File: config.mk
export PLATFORM = sky130hd
export DESIGN_NAME = seg_serial_rx
export DESIGN_NICKNAME = d
export VERILOG_FILES = /design/src/rtl/seg_serial_rx.sv
export SDC_FILE = /design/constraint.sdc
export NUM_CORES = 1
export LEC_CHECK = 0
export BUFFER_PORTS_ARGS = -buffer_cell sky130_fd_sc_hd__buf_2
export CORE_UTILIZATION = 37
export CTS_CLUSTER_SIZE = 16
export DETAILED_ROUTE_END_ITERATION = 6
export GPL_TIMING_DRIVEN = 0
export PLACE_DENSITY = 0.6
export SETUP_SLACK_MARGIN = 0.1
export SLEW_MARGIN = 30
export SYNTH_ARGS = -nofsm -noshare
export SYNTH_HDL_FRONTEND = slang
export SYNTH_SLANG_ARGS = --single-unit
export TNS_END_PERCENT = 5
File: constraint.sdc
create_clock -name clk -period 2.1 [get_ports clk]
set_input_delay 0.105 -clock clk [delete_from_list [all_inputs] [get_ports clk]]
set_output_delay 0.105 -clock clk [all_outputs]
set_load 0.02 [all_outputs]
File: src/rtl/seg_serial_rx.sv
// Receiver for the 4-wire serial display bus {CLK, DO, PEN, CLR}: oversamples the bus on clk,
// shifts DO in on CLK rising edges and emits one parallel frame per PEN rising edge.
module seg_serial_rx #(
  parameter int unsigned FRAME_BITS  = 64,
  parameter int unsigned SYNC_STAGES = 2
) (
  input  logic                  clk,
  input  logic                  rst,
  input  logic                  sclk_in,
  input  logic                  sdo_in,
  input  logic                  pen_in,
  input  logic                  clr_in,
  output logic [FRAME_BITS-1:0] frame_data,
  output logic                  frame_valid,
  output logic                  frame_err,
  output logic [6:0]            bit_count,
  output logic [7:0]            frame_cnt,
  output logic                  busy
);

  localparam logic [6:0] FrameBitsW = 7'(FRAME_BITS);

  typedef enum logic [1:0] {StIdle, StShift, StLatch} state_e;

  // Bus lines packed as {sclk, sdo, pen, clr} so all four share one equal-delay path.
  logic [SYNC_STAGES-1:0][3:0] sync_q, sync_d;
  logic [3:0]                  prev_q, synced;

  state_e                state_q, state_d;
  logic [FRAME_BITS-1:0] shift_q, shift_d;
  logic [FRAME_BITS-1:0] data_q, data_d;
  logic                  valid_q, valid_d;
  logic                  err_q, err_d;
  logic [6:0]            cnt_q, cnt_d;
  logic [7:0]            fcnt_q, fcnt_d;
  logic                  shift_ev, latch_ev, clr_lvl;

  assign synced   = sync_q[SYNC_STAGES-1];
  assign shift_ev = synced[3] & ~prev_q[3];
  assign latch_ev = synced[1] & ~prev_q[1];
  assign clr_lvl  = ~synced[0];

  always_comb begin
    sync_d  = {sync_q[SYNC_STAGES-2:0], {sclk_in, sdo_in, pen_in, clr_in}};
    state_d = state_q;
    shift_d = shift_q;
    data_d  = data_q;
    valid_d = 1'b0;
    err_d   = 1'b0;
    cnt_d   = cnt_q;
    fcnt_d  = fcnt_q;

    if (clr_lvl) begin
      shift_d = '0;
      cnt_d   = '0;
      state_d = StIdle;
    end else begin
      // Shift is applied before latch so a coincident bit lands in the latched frame.
      if (shift_ev) begin
        shift_d = {shift_q[FRAME_BITS-2:0], synced[2]};
        cnt_d   = (cnt_q == 7'd127) ? 7'd127 : cnt_q + 7'd1;
      end
      unique case (state_q)
        StIdle:  if (shift_ev && !latch_ev) state_d = StShift;
        StShift: ;
        StLatch: state_d = shift_ev ? StShift : StIdle;
        default: state_d = StIdle;
      endcase
      if (latch_ev && state_q != StLatch) begin
        data_d  = shift_d;
        valid_d = 1'b1;
        err_d   = (cnt_d != FrameBitsW);
        fcnt_d  = fcnt_q + 8'd1;
        cnt_d   = '0;
        state_d = StLatch;
      end
    end
  end

  always_ff @(posedge clk) begin
    if (rst) begin
      sync_q  <= '0;
      prev_q  <= '0;
      state_q <= StIdle;
      shift_q <= '0;
      data_q  <= '0;
      valid_q <= 1'b0;
      err_q   <= 1'b0;
      cnt_q   <= '0;
      fcnt_q  <= '0;
    end else begin
      sync_q  <= sync_d;
      prev_q  <= synced;
      state_q <= state_d;
      shift_q <= shift_d;
      data_q  <= data_d;
      valid_q <= valid_d;
      err_q   <= err_d;
      cnt_q   <= cnt_d;
      fcnt_q  <= fcnt_d;
    end
  end

  assign frame_data  = data_q;
  assign frame_valid = valid_q;
  assign frame_err   = err_q;
  assign bit_count   = cnt_q;
  assign frame_cnt   = fcnt_q;
  assign busy        = (state_q == StShift);

endmodule

==> reports/qor_table.md, run 1 <==
| Quantity | Value |
|---|---|
| Outcome | finished, final reports clean |
| Cell types occupying the most area after synthesis | dfxtp_1, mux2i_1, nor2_1, a211oi_1, nor2b_1 |
| Fraction of synthesis flops using an asynchronous set or reset pin | 0 |
| Synth Area per Inst | 10.19 µm² |
| Number of buffers inserted by port buffering | 87 |
| Last weighted congestion value of the routability-driven placer | 0.7862 |
| Critical path required time | 2.42 ns |
| Highest cell delay on the worst timing path | 0.45 ns |
| Clock Skew | 0.005439 ns |
| Die Width | 124.3 µm |
| Setup Viol. Count Final | 0 |
| Post-synthesis register bit count | 157 |
| Initial standard-cell utilization of the core | 0.3792 |
| Count of non-filler cells in the finished layout | 850 |
| Period Utilization, post-route | 0.8596 |
| Share of synthesized area occupied by flip-flops and latches | 0.5681 |
| Drt total wl | 11930 µm |
| Via total after detailed routing | 4148 |
| Remaining DRCs | 0 |
| Area Overhead vs Synth | 23.84% |
| Compound-gate portion of the synthesized area | 0.1056 |
| Number of placed I/O pins | 88 |
| Synth Area in XOR/XNOR | 0.01425 |
| Cell area after synthesis | 5533 µm² |
| Number of global-route vias before repair | 4003 |
| CTS H-Tree Depth | 4 |
| Number of antenna violations at the first check in global routing | 0 |
| Die footprint | 15450 µm² |
| Pin count of the biggest net entering global routing | 17 |
| Buffer cell driving the clock tree root | clkbuf_16 |
| Synth warn | 0 |
| Crit-path cells | ha_1 -> nand2_1 -> or3_1 -> buf_2 -> o2111a_1 -> a311oi_1 |
| Total nets after synthesis | 551 |
| Worst relative slew slack | 0.6234 |
| Number of enable-type register cells in the synthesized netlist | 0 |
| Fraction of the mapped netlist area in simple logic gates | 0.1434 |
| Leakage Power | 0.002602 µW |
| Arithmetic-cell share of the synthesized area counting full adders, half adders and majority gates | 0.004523 |
| CTS sink count | 157 |
| Kind of start point of the critical path | flop |
| Areal power density over the cells | 924.9 nW/µm² |
| Commonest register cell after synthesis | dfxtp_1 |
| Min Clock Period, post-route | 1.805 ns |
| Bufs and invs on worst path | 1 |
| Die H | 124.3 µm |
| Upper clock frequency limit | 0.5540 GHz |
| Maximum vdd drop | 595.2 µV |
| Critical Path Fanout Max | 7 |
| Unrepaired setup endpoints after global routing | false |
| Fill cells | 1413 |
| Number of placed instances with taps included | 814 |
| Crit path capture type | flop |
| 1st-iter DRT viols | 170 |
| Clock tree from TritonCTS | done |
| Synth unique cells | 33 |
| Main combinational cell family by area after synthesis | simple AND/OR/NAND/NOR gates |
| Overall routing resource usage | 0.1603 |
| Detailed Routing Iterations Pass 1 | 6 |
| Core Area | 14590 µm² |
| Worst path slowest cell | dfxtp_1 |
| Tightest Pin Transition | 0.5649 ns |
| Row count | 44 |
| Number of pins with negative max-slew slack in the final report | 0 |
| Routed len/inst | 14.04 µm |
| Via count normalized by instance count | 4.880 |
| Min-delay worst type | input port to flop |
| Power Total | 6337 µW |
| Buffers from clock root to sink, at most | 2 |
| Fraction of layout instances using a drive strength above 1 | 0.2237 |
| DPL Wire Length | 8567 µm |
| Remaining global-route overflow | 0 |
| Final antenna-violating net count | 0 |
| Worst Path Arrival | 2.13 ns |
| Top cell type's share of synthesized area | 0.5681 |
| Hold slack | 0.07468 ns |
| Multiplexer fraction of the synthesized cell area | 0.1253 |
| Biggest area consumer among synthesized cells | dfxtp_1 |
| Final net count | 661 |
| Kind of critical path | flop to flop |
| First-pass GRT wire length | 19740 µm |
| Synth Instances | 543 |
| Summed negative setup slack over all endpoints | 0 ns |
| CTS Buf Count | 17 |
| Reg clk slew, reported paths | 0.06 ns |
| Count of antenna diodes in the layout | 0 |
| Worst path top cell family by delay | flip-flops |
| Insertion delay to the later sink of the worst-skew pair | 0.43 ns |
| Total of cells resized after clock tree synthesis | 0 |
| Max-cap check violation count | 0 |
| Hold violation count in the final report | 0 |
cells in the mapped netlist, drive strengths merged (2+ instances only):
master,n
dfxtp,157
nor2,139
mux2i,67
a211oi,65
buf,26
clkbuf,16
nor2b,14
nand2,8
a21oi,7
nand4,6
xor2,5
nand2b,4
xnor2,4
and3,3
or3,3
ha,2
mux2,2
o21ai,2
o22ai,2
cell families after synthesis:
group                    Yosys count
adder cells (fa/ha/maj)            2
flip-flops                       157
AO/OA/AOI/OAI                     80
AND/OR/NAND/NOR                  183
buffers and inverters             43
XOR/XNOR                           9
multiplexers                      69
worst min-delay path, delay by kind of cell:
family	cells	cell delay, ns
buffers and inverters	1	0.12
multiplexers	1	0.14
AND/OR/NAND/NOR	1	0.10
power by group:
group	internal, µW	leakage (µW)	switching, µW
clock network	1890	0.000290	1240
registers	3000	0.00127	12.2
logic	69.6	0.00105	121
total	4960	0.00260	1380
area by class of cell:
class	count	area [µm²]	area share
Tap cell	184	230.2	0.03360
Clock inverter	11	132.6	0.01936
Inverter	1	3.754	0.0005478
Multi-Input combinational cell	343	2175	0.3174
Timing Repair Buffer	91	475.5	0.06939
Clock buffer	21	480.5	0.07012
Buffer	42	211.5	0.03086
Sequential cell	157	3143	0.4587
per-layer routing:
layer	wire length, µm	track usage	share of wire
met4	154	0.05315	0.013
met1	5662	0.2010	0.47
met3	675	0.06014	0.057
met2	5439	0.2528	0.46
met5	0	0	0
through the flow:
step / setup slack [ns] / util / cell area (µm²)
6_report: 0.2949 / 0.4696 / 6852
5_1_grt: 0.1411 / 0.4696 / 6852
4_1_cts: 0.2729 / 0.4696 / 6852
3_5_place_dp: 0.2952 / 0.4249 / 6198
3_3_place_gp: 0.3083 / 0.4249 / 6198
2_1_floorplan: 0.3812 / - / 5533
state kept, by name, indices dropped and copies added, names as in the netlist:
signal and flops:
frame_cnt 8, sync_d 4, bit_count 7, frame_data 64, state_q 2, synced 4
prev_q 2, frame_err 1, frame_valid 1, shift_q 64
cell usage in the layout (no fill, tap or decap), types with 2 or more instances in the layout:
master           n
bufinv_16        2
o21ai_0          2
a211oi_1        65
nand4_1          6
clkinvlp_4       4
dlygate4sd3_1    4
nor2_1         139
o22ai_1          2
nor2b_1         14
and3_1           3
nand2b_1         4
xor2_1           5
clkbuf_1        16
buf_1            2
nand2_1          8
clkinv_4         2
clkbuf_16       17
buf_2          103
or3_1            3
mux2i_1         67
a21oi_1          7
dfxtp_1        157
mux2_2           2
ha_1             2
xnor2_1          4
buf_4            7
clkbuf_8         4
path summary, 6_finish.rpt:
path / startpoint / endpoint / slack, ns / depth (start not counted)
worst max-delay path: bit_count[0] / frame_err / 0.29 / 6
worst min-delay path: rst / frame_cnt[6] / 0.07 / 3
worst max register to register: bit_count[0] / frame_err / 0.29 / 6
worst min register to register: sync_d[7] / synced[3] / 0.44 / 1
what timing repair did:
action,4_1_cts,5_1_grt
hold endpoints to repair,4,0
setup buffers,0,0
hold buffers,4,0
Power figures use the tool's default switching activity.
==> inputs of run 2 (changes only) <==
--- a/config.mk
+++ b/config.mk
@@ -7,11 +7,13 @@
 export LEC_CHECK = 0
 export BUFFER_PORTS_ARGS = -buffer_cell sky130_fd_sc_hd__buf_2
 export CORE_UTILIZATION = 37
+export CTS_BUF_LIST = sky130_fd_sc_hd__clkbuf_16
 export CTS_CLUSTER_SIZE = 16
 export DETAILED_ROUTE_END_ITERATION = 6
 export GPL_TIMING_DRIVEN = 0
 export PLACE_DENSITY = 0.6
 export SETUP_SLACK_MARGIN = 0.1
+export SKIP_CTS_REPAIR_TIMING = 1
 export SLEW_MARGIN = 30
 export SYNTH_ARGS = -nofsm -noshare
 export SYNTH_HDL_FRONTEND = slang
==> run 2 against run 1 <==
Sequential share of layout area is 0.27 points higher; design area is 0.58% lower; register-to-register slack hardly changed; non-clock buffer count stayed put; cell count stayed put; routed wire length is 0.18% higher; flip-flop and latch count stayed put.
==> reports/qor_table.md, run 2 (synthesis gave the netlist of run 1 again) <==
| Quantity | Value | Delta |
|---|---|---|
| Summed negative setup slack over all endpoints | 0 ns | unchanged |
| Via count normalized by instance count | 4.862 | -0.36% |
| Bufs and invs on worst path | 1 | unchanged |
| Upper clock frequency limit | 0.5509 GHz | -0.55% |
| Buffer cell driving the clock tree root | clkbuf_16 |  |
| Maximum vdd drop | 594.7 µV | about the same |
| Clock tree from TritonCTS | done |  |
| Most frequent standard cell in the layout excluding fill and tap cells | dfxtp_1 |  |
| Last weighted congestion value of the routability-driven placer | 0.7862 | unchanged |
| Hold slack | 0.07465 ns | -0.00002660 ns |
| Startpoint of the most critical setup path | bit_count[0] |  |
| Die footprint | 15450 µm² | unchanged |
| CTS sink count | 157 | unchanged |
| Pre-CTS worst setup slack | 0.2952 ns | unchanged |
| 1st-iter DRT viols | 179 | +5.3% |
| Power Total | 6183 µW | -2.4% |
| Max-cap check violation count | 0 | unchanged |
| Worst path top cell family by delay | flip-flops |  |
| Kind of critical path | flop to flop |  |
| Crit-path cells | ha_1 -> nand2_1 -> or3_1 -> buf_2 -> o2111a_1 -> a311oi_1 |  |
| Final worst setup slack | 0.2849 ns | -0.01004 ns |
| DPL Wire Length | 8567 µm | unchanged |
| Count of antenna diodes in the layout | 0 | unchanged |
| Critical path required time | 2.42 ns | about the same |
| Clock Skew | 0.005397 ns | -0.00004136 ns |
| Hold violation count in the final report | 0 | unchanged |
| Min Clock Period, post-route | 1.815 ns | +0.01005 ns |
| Multi-input gate area in the final layout | 2175 µm² | unchanged |
| Critical Path Fanout Max | 7 | unchanged |
| Area Overhead vs Synth | 23.11% |  |
| Final antenna-violating net count | 0 | unchanged |
| Kind of start point of the critical path | flop |  |
| Reg clk slew, reported paths | 0.06 ns | about the same |
| Min-delay worst type | input port to flop |  |
| Sequential cell area | 3143 µm² | unchanged |
| Areal power density over the cells | 907.8 nW/µm² | -1.9% |
| Number of global-route vias before repair | 3992 | -0.27% |
| Hold path start | rst |  |
| Die Width | 124.3 µm | unchanged |
| Insertion delay to the later sink of the worst-skew pair | 0.43 ns | about the same |
| Core Area | 14590 µm² | unchanged |
| Remaining DRCs | 0 | unchanged |
| Leakage Power | 0.002580 µW | -0.86% |
| Commonest cells after routing, fill and taps aside | dfxtp_1, nor2_1, buf_2 |  |
| Via total after detailed routing | 4133 | -0.36% |
| Count of non-filler cells in the finished layout | 850 | unchanged |
| Final net count | 661 | unchanged |
| First-pass GRT wire length | 19730 µm | about the same |
| Worst Path Arrival | 2.14 ns | about the same |
| Fraction of layout instances using a drive strength above 1 | 0.2177 | -0.006006 |
| Number of placed instances with taps included | 814 | unchanged |
| Drt total wl | 11950 µm | +0.18% |
| Number of antenna violations at the first check in global routing | 0 | unchanged |
| Outcome | finished, final reports clean |  |
| Initial standard-cell utilization of the core | 0.3792 | unchanged |
| Pin count of the biggest net entering global routing | 17 | unchanged |
| Overall routing resource usage | 0.1605 | about the same |
| Startpoint of the most critical register-to-register path | bit_count[0] |  |
| Die H | 124.3 µm | unchanged |
| Number of buffers inserted by port buffering | 87 | unchanged |
| Number of pins with negative max-slew slack in the final report | 0 | unchanged |
| Buffers from clock root to sink, at most | 2 | unchanged |
| Number of placed I/O pins | 88 | unchanged |
| Worst path slowest cell | dfxtp_1 |  |
| Crit path capture type | flop |  |
| Setup Viol. Count Final | 0 | unchanged |
| Tightest Pin Transition | 0.5693 ns | +0.004418 ns |
| CTS Buf Count | 17 | unchanged |
| Routed len/inst | 14.06 µm | +0.18% |
| Row count | 44 | unchanged |
| Period Utilization, post-route | 0.8643 | +0.004783 |
| Detailed Routing Iterations Pass 1 | 6 | unchanged |
| CTS H-Tree Depth | 4 | unchanged |
| Highest cell delay on the worst timing path | 0.45 ns | about the same |
| Fill cells | 1423 | +0.71% |
| Worst relative slew slack | 0.6205 | -0.002946 |
| Unrepaired setup endpoints after global routing | false |  |
| Remaining global-route overflow | 0 | unchanged |
-- run 2: changes by cell type in the layout (fill, tap and decap cells not counted) --
cell / change
clkbuf_8: -4
clkinv_1: +4
-- run 2: where the power goes --
part	internal (µW)	switching [µW]
Combinational	69.6	121
Clock	1740	1240
Sequential	3000	12.2
Total	4810	1370
-- run 2: cell type report --
class | instances | share of cell area
plain buffers | 42 | 0.03104
inverters | 1 | 0.0005511
flip-flops and latches | 157 | 0.4614
multi-input cells | 343 | 0.3193
repair buffers | 91 | 0.06980
clock inverters | 15 | 0.02168
well taps | 184 | 0.03380
clock buffers | 17 | 0.06245
-- run 2: per-layer routing --
layer,vias up,global-route usage,wire [µm]
met4,0,0.05315,161
met3,18,0.06014,659
li1,2090,-,-
met5,-,0,0
met2,87,0.2522,5422
met1,1938,0.2019,5709
-- run 2: metrics by stage --
stage	utilization	area [µm²]
2_1_floorplan	-	5533
3_3_place_gp	0.4249	6198
4_1_cts	0.4642	6771
5_1_grt	0.4669	6812
6_report	0.4669	6812
3_5_place_dp	0.4249	6198
-- run 2: worst paths after layout --
| path | depth (start not counted) | to | slack (ns) |
|---|---|---|---|
| setup / recovery | 6 | frame_err | 0.28 |
| hold / removal | 3 | frame_cnt[6] | 0.07 |
| setup reg to reg | 6 | frame_err | 0.28 |
| hold reg to reg | 1 | synced[3] | 0.44 |
-- run 2: worst reg2reg max path: cells and delay by family, from the launching register on --
family	cells	cell delay (ns)
compound gates	2	0.42
simple gates	2	0.36
flops	1	0.45
fa+ha+maj	1	0.32
buf+inv	1	0.16
==> inputs of run 3 (changes only) <==
--- a/config.mk
+++ b/config.mk
@@ -10,8 +10,8 @@
 export CTS_BUF_LIST = sky130_fd_sc_hd__clkbuf_16
 export CTS_CLUSTER_SIZE = 16
 export DETAILED_ROUTE_END_ITERATION = 6
-export GPL_TIMING_DRIVEN = 0
 export PLACE_DENSITY = 0.6
+export RECOVER_POWER = 50
 export SETUP_SLACK_MARGIN = 0.1
 export SKIP_CTS_REPAIR_TIMING = 1
 export SLEW_MARGIN = 30
==> run 3 against run 2 <==
The run now ends with capacitance limit, slew limit left; non-clock buffer count decreased by 34; register-to-register slack got worse by 0.05 ns; critical path depth down 1; critical endpoint unchanged; cell count shrank 4.0%; clock skew is 0.00097 ns higher; first-iteration DRC count rose by 17%; combinational power fell by 4%; setup slack lost 0.052 ns; die area is the same; routed wire length down 8.1%; fmax is 2.8% lower; clock-buffer cell count is the same.
==> reports/qor_table.md, run 3 (synthesis gave the netlist of run 1 again) <==
| Quantity | Value | Delta |
|---|---|---|
| Hold violation count in the final report | 0 | unchanged |
| Final antenna-violating net count | 0 | unchanged |
| Critical Path Fanout Max | 7 | unchanged |
| Outcome | finished with violations |  |
| Detailed Routing Iterations Pass 1 | 4 | -2 |
| Last weighted congestion value of the routability-driven placer | 0.7805 | -0.73% |
| CTS sink count | 157 | unchanged |
| Tightest Pin Transition | 1.518 ns | +0.9490 ns |
| First-pass GRT wire length | 18110 µm | -8.2% |
| Highest cell delay on the worst timing path | 0.46 ns | about the same |
| Number of placed I/O pins | 88 | unchanged |
| Endpoint of the worst hold-timing path | frame_cnt[0] |  |
| Startpoint of the most critical setup path | bit_count[0] |  |
| Critical path required time | 2.41 ns | about the same |
| Leakage Power | 0.002157 µW | -16% |
| Max-cap check violation count | 1 | +1 |
| Upper clock frequency limit | 0.5355 GHz | -2.8% |
| CTS H-Tree Depth | 4 | unchanged |
| Worst Path Arrival | 2.17 ns | +0.03 ns |
| Die H | 124.3 µm | unchanged |
| Buffers from clock root to sink, at most | 2 | unchanged |
| Core Area | 14590 µm² | unchanged |
| Multi-input gate area in the final layout | 2185 µm² | +0.46% |
| Endpoint of the worst-slack reg-to-reg timing path | frame_err |  |
| Most frequent standard cell in the layout excluding fill and tap cells | dfxtp_1 |  |
| Number of antenna violations at the first check in global routing | 0 | unchanged |
| Setup Viol. Count Final | 0 | unchanged |
| Worst path slowest cell | dfxtp_1 |  |
| Number of placed instances with taps included | 780 | -4.2% |
| Kind of start point of the critical path | flop |  |
| Unrepaired setup endpoints after global routing | false |  |
| Count of antenna diodes in the layout | 0 | unchanged |
| Final net count | 627 | -5.1% |
| CTS Buf Count | 17 | unchanged |
| Maximum vdd drop | 490.5 µV | -18% |
| Number of buffers inserted by port buffering | 87 | unchanged |
| Number of pins with negative max-slew slack in the final report | 34 | +34 |
| Insertion delay to the later sink of the worst-skew pair | 0.42 ns | about the same |
| Remaining DRCs | 0 | unchanged |
| Kind of critical path | flop to flop |  |
| Slack of the worst reg-to-reg path | 0.23 ns | -0.05 ns |
| Fill cells | 1400 | -1.6% |
| Clock tree from TritonCTS | done |  |
| Min-delay worst type | input port to flop |  |
| Worst hold path stage count | 2 | -1 |
| Startpoint of the most critical register-to-register path | bit_count[0] |  |
| DPL Wire Length | 7041 µm | -18% |
| Areal power density over the cells | 943.7 nW/µm² | +4.0% |
| Fraction of layout instances using a drive strength above 1 | 0.07595 | -0.1418 |
| Count of non-filler cells in the finished layout | 816 | -4.0% |
| Reg2reg path depth | 5 | -1 |
| Crit-path cells | ha_1 -> nand2_1 -> or3_1 -> o2111a_1 -> a311oi_1 |  |
| Sequential cell area | 3143 µm² | unchanged |
| 1st-iter DRT viols | 210 | +17% |
| Reg clk slew, reported paths | 0.06 ns | about the same |
| Pin count of the biggest net entering global routing | 71 | +54 |
| Via count normalized by instance count | 4.884 | +0.44% |
| Routed len/inst | 13.47 µm | -4.2% |
| Row count | 44 | unchanged |
| Die Width | 124.3 µm | unchanged |
| Area Overhead vs Synth | 20.42% |  |
| Period Utilization, post-route | 0.8892 | +0.02488 |
| Crit path capture type | flop |  |
| Number of global-route vias before repair | 3762 | -5.8% |
| Summed negative setup slack over all endpoints | 0 ns | unchanged |
| Worst relative slew slack | -0.01221 | -0.6327 |
| Min Clock Period, post-route | 1.867 ns | +0.05225 ns |
| Initial standard-cell utilization of the core | 0.3792 | unchanged |
| Hold slack | 0.2275 ns | +0.1529 ns |
| Drt total wl | 10990 µm | -8.1% |
| Clock Skew | 0.006366 ns | +0.0009684 ns |
| Via total after detailed routing | 3985 | -3.6% |
| Buffer cell driving the clock tree root | clkbuf_16 |  |
| Violations in the final reports | capacitance limit, slew limit |  |
| Commonest cells after routing, fill and taps aside | dfxtp_1, nor2_1, clkbuf_1 |  |
| Hold path start | rst |  |
| Overall routing resource usage | 0.1442 | -0.01624 |
| Die footprint | 15450 µm² | unchanged |
| Remaining global-route overflow | 0 | unchanged |
## run 3: cell types whose count changed in the layout (fill, tap and decap cells not counted), moves of 2 or more
| cell | delta |
|---|---|
| clkinvlp_4 | -2 |
| buf_2 | -99 |
| clkbuf_1 | +68 |
| clkinv_1 | -3 |
| inv_1 | +2 |
| buf_12 | +6 |
| buf_4 | -6 |
| buf_1 | -2 |
## run 3: worst max path at each step
| stage | endpoint | depth (start not counted) |
|---|---|---|
| 5_1_grt | frame_data[26] | 5 |
| 3_5_place_dp | frame_err | 5 |
| 2_1_floorplan | frame_err | 6 |
| 4_1_cts | frame_err | 5 |
| 3_3_place_gp | frame_err | 5 |
| 6_report | frame_err | 5 |
## run 3: worst max-delay path, delay by kind of cell (launching register included)
kind	cells	cell delay, ns
AND/OR/NAND/NOR	2	0.51
AO/OA/AOI/OAI	2	0.47
flip-flops	1	0.46
adder cells (fa/ha/maj)	1	0.32
## run 3: metrics by stage
stage	cell area (µm²)	utilization	total power, µW	setup slack [ns]
6_report	6663	0.4567	6288	0.2326
5_1_grt	6663	0.4567	6528	0.09907
4_1_cts	6735	0.4617	6363	0.2573
3_5_place_dp	6137	0.4207	3268	0.2731
3_3_place_gp	6137	0.4207	3264	0.4864
2_1_floorplan	5533	-	3212	0.3812
## run 3: cell type report
type,count,share of cell area
Tap cell,184,0.03455
Inverter,1,0.0005634
Timing Repair Buffer,99,0.07549
Sequential cell,157,0.4717
Multi-Input combinational cell,343,0.3279
Clock inverter,15,0.02592
Clock buffer,17,0.06385
## run 3: metal layers
layer,global-route usage,share of wire
met4,0.05174,0.014
met2,0.2207,0.44
met5,0,0
met1,0.1836,0.50
met3,0.05627,0.052
## run 3: power by group
group	switching (µW)	leakage, µW	internal, µW
clock network	1220	0.000296	1870
logic	116	0.000594	67.0
registers	13.1	0.00127	3000
total	1350	0.00216	4940
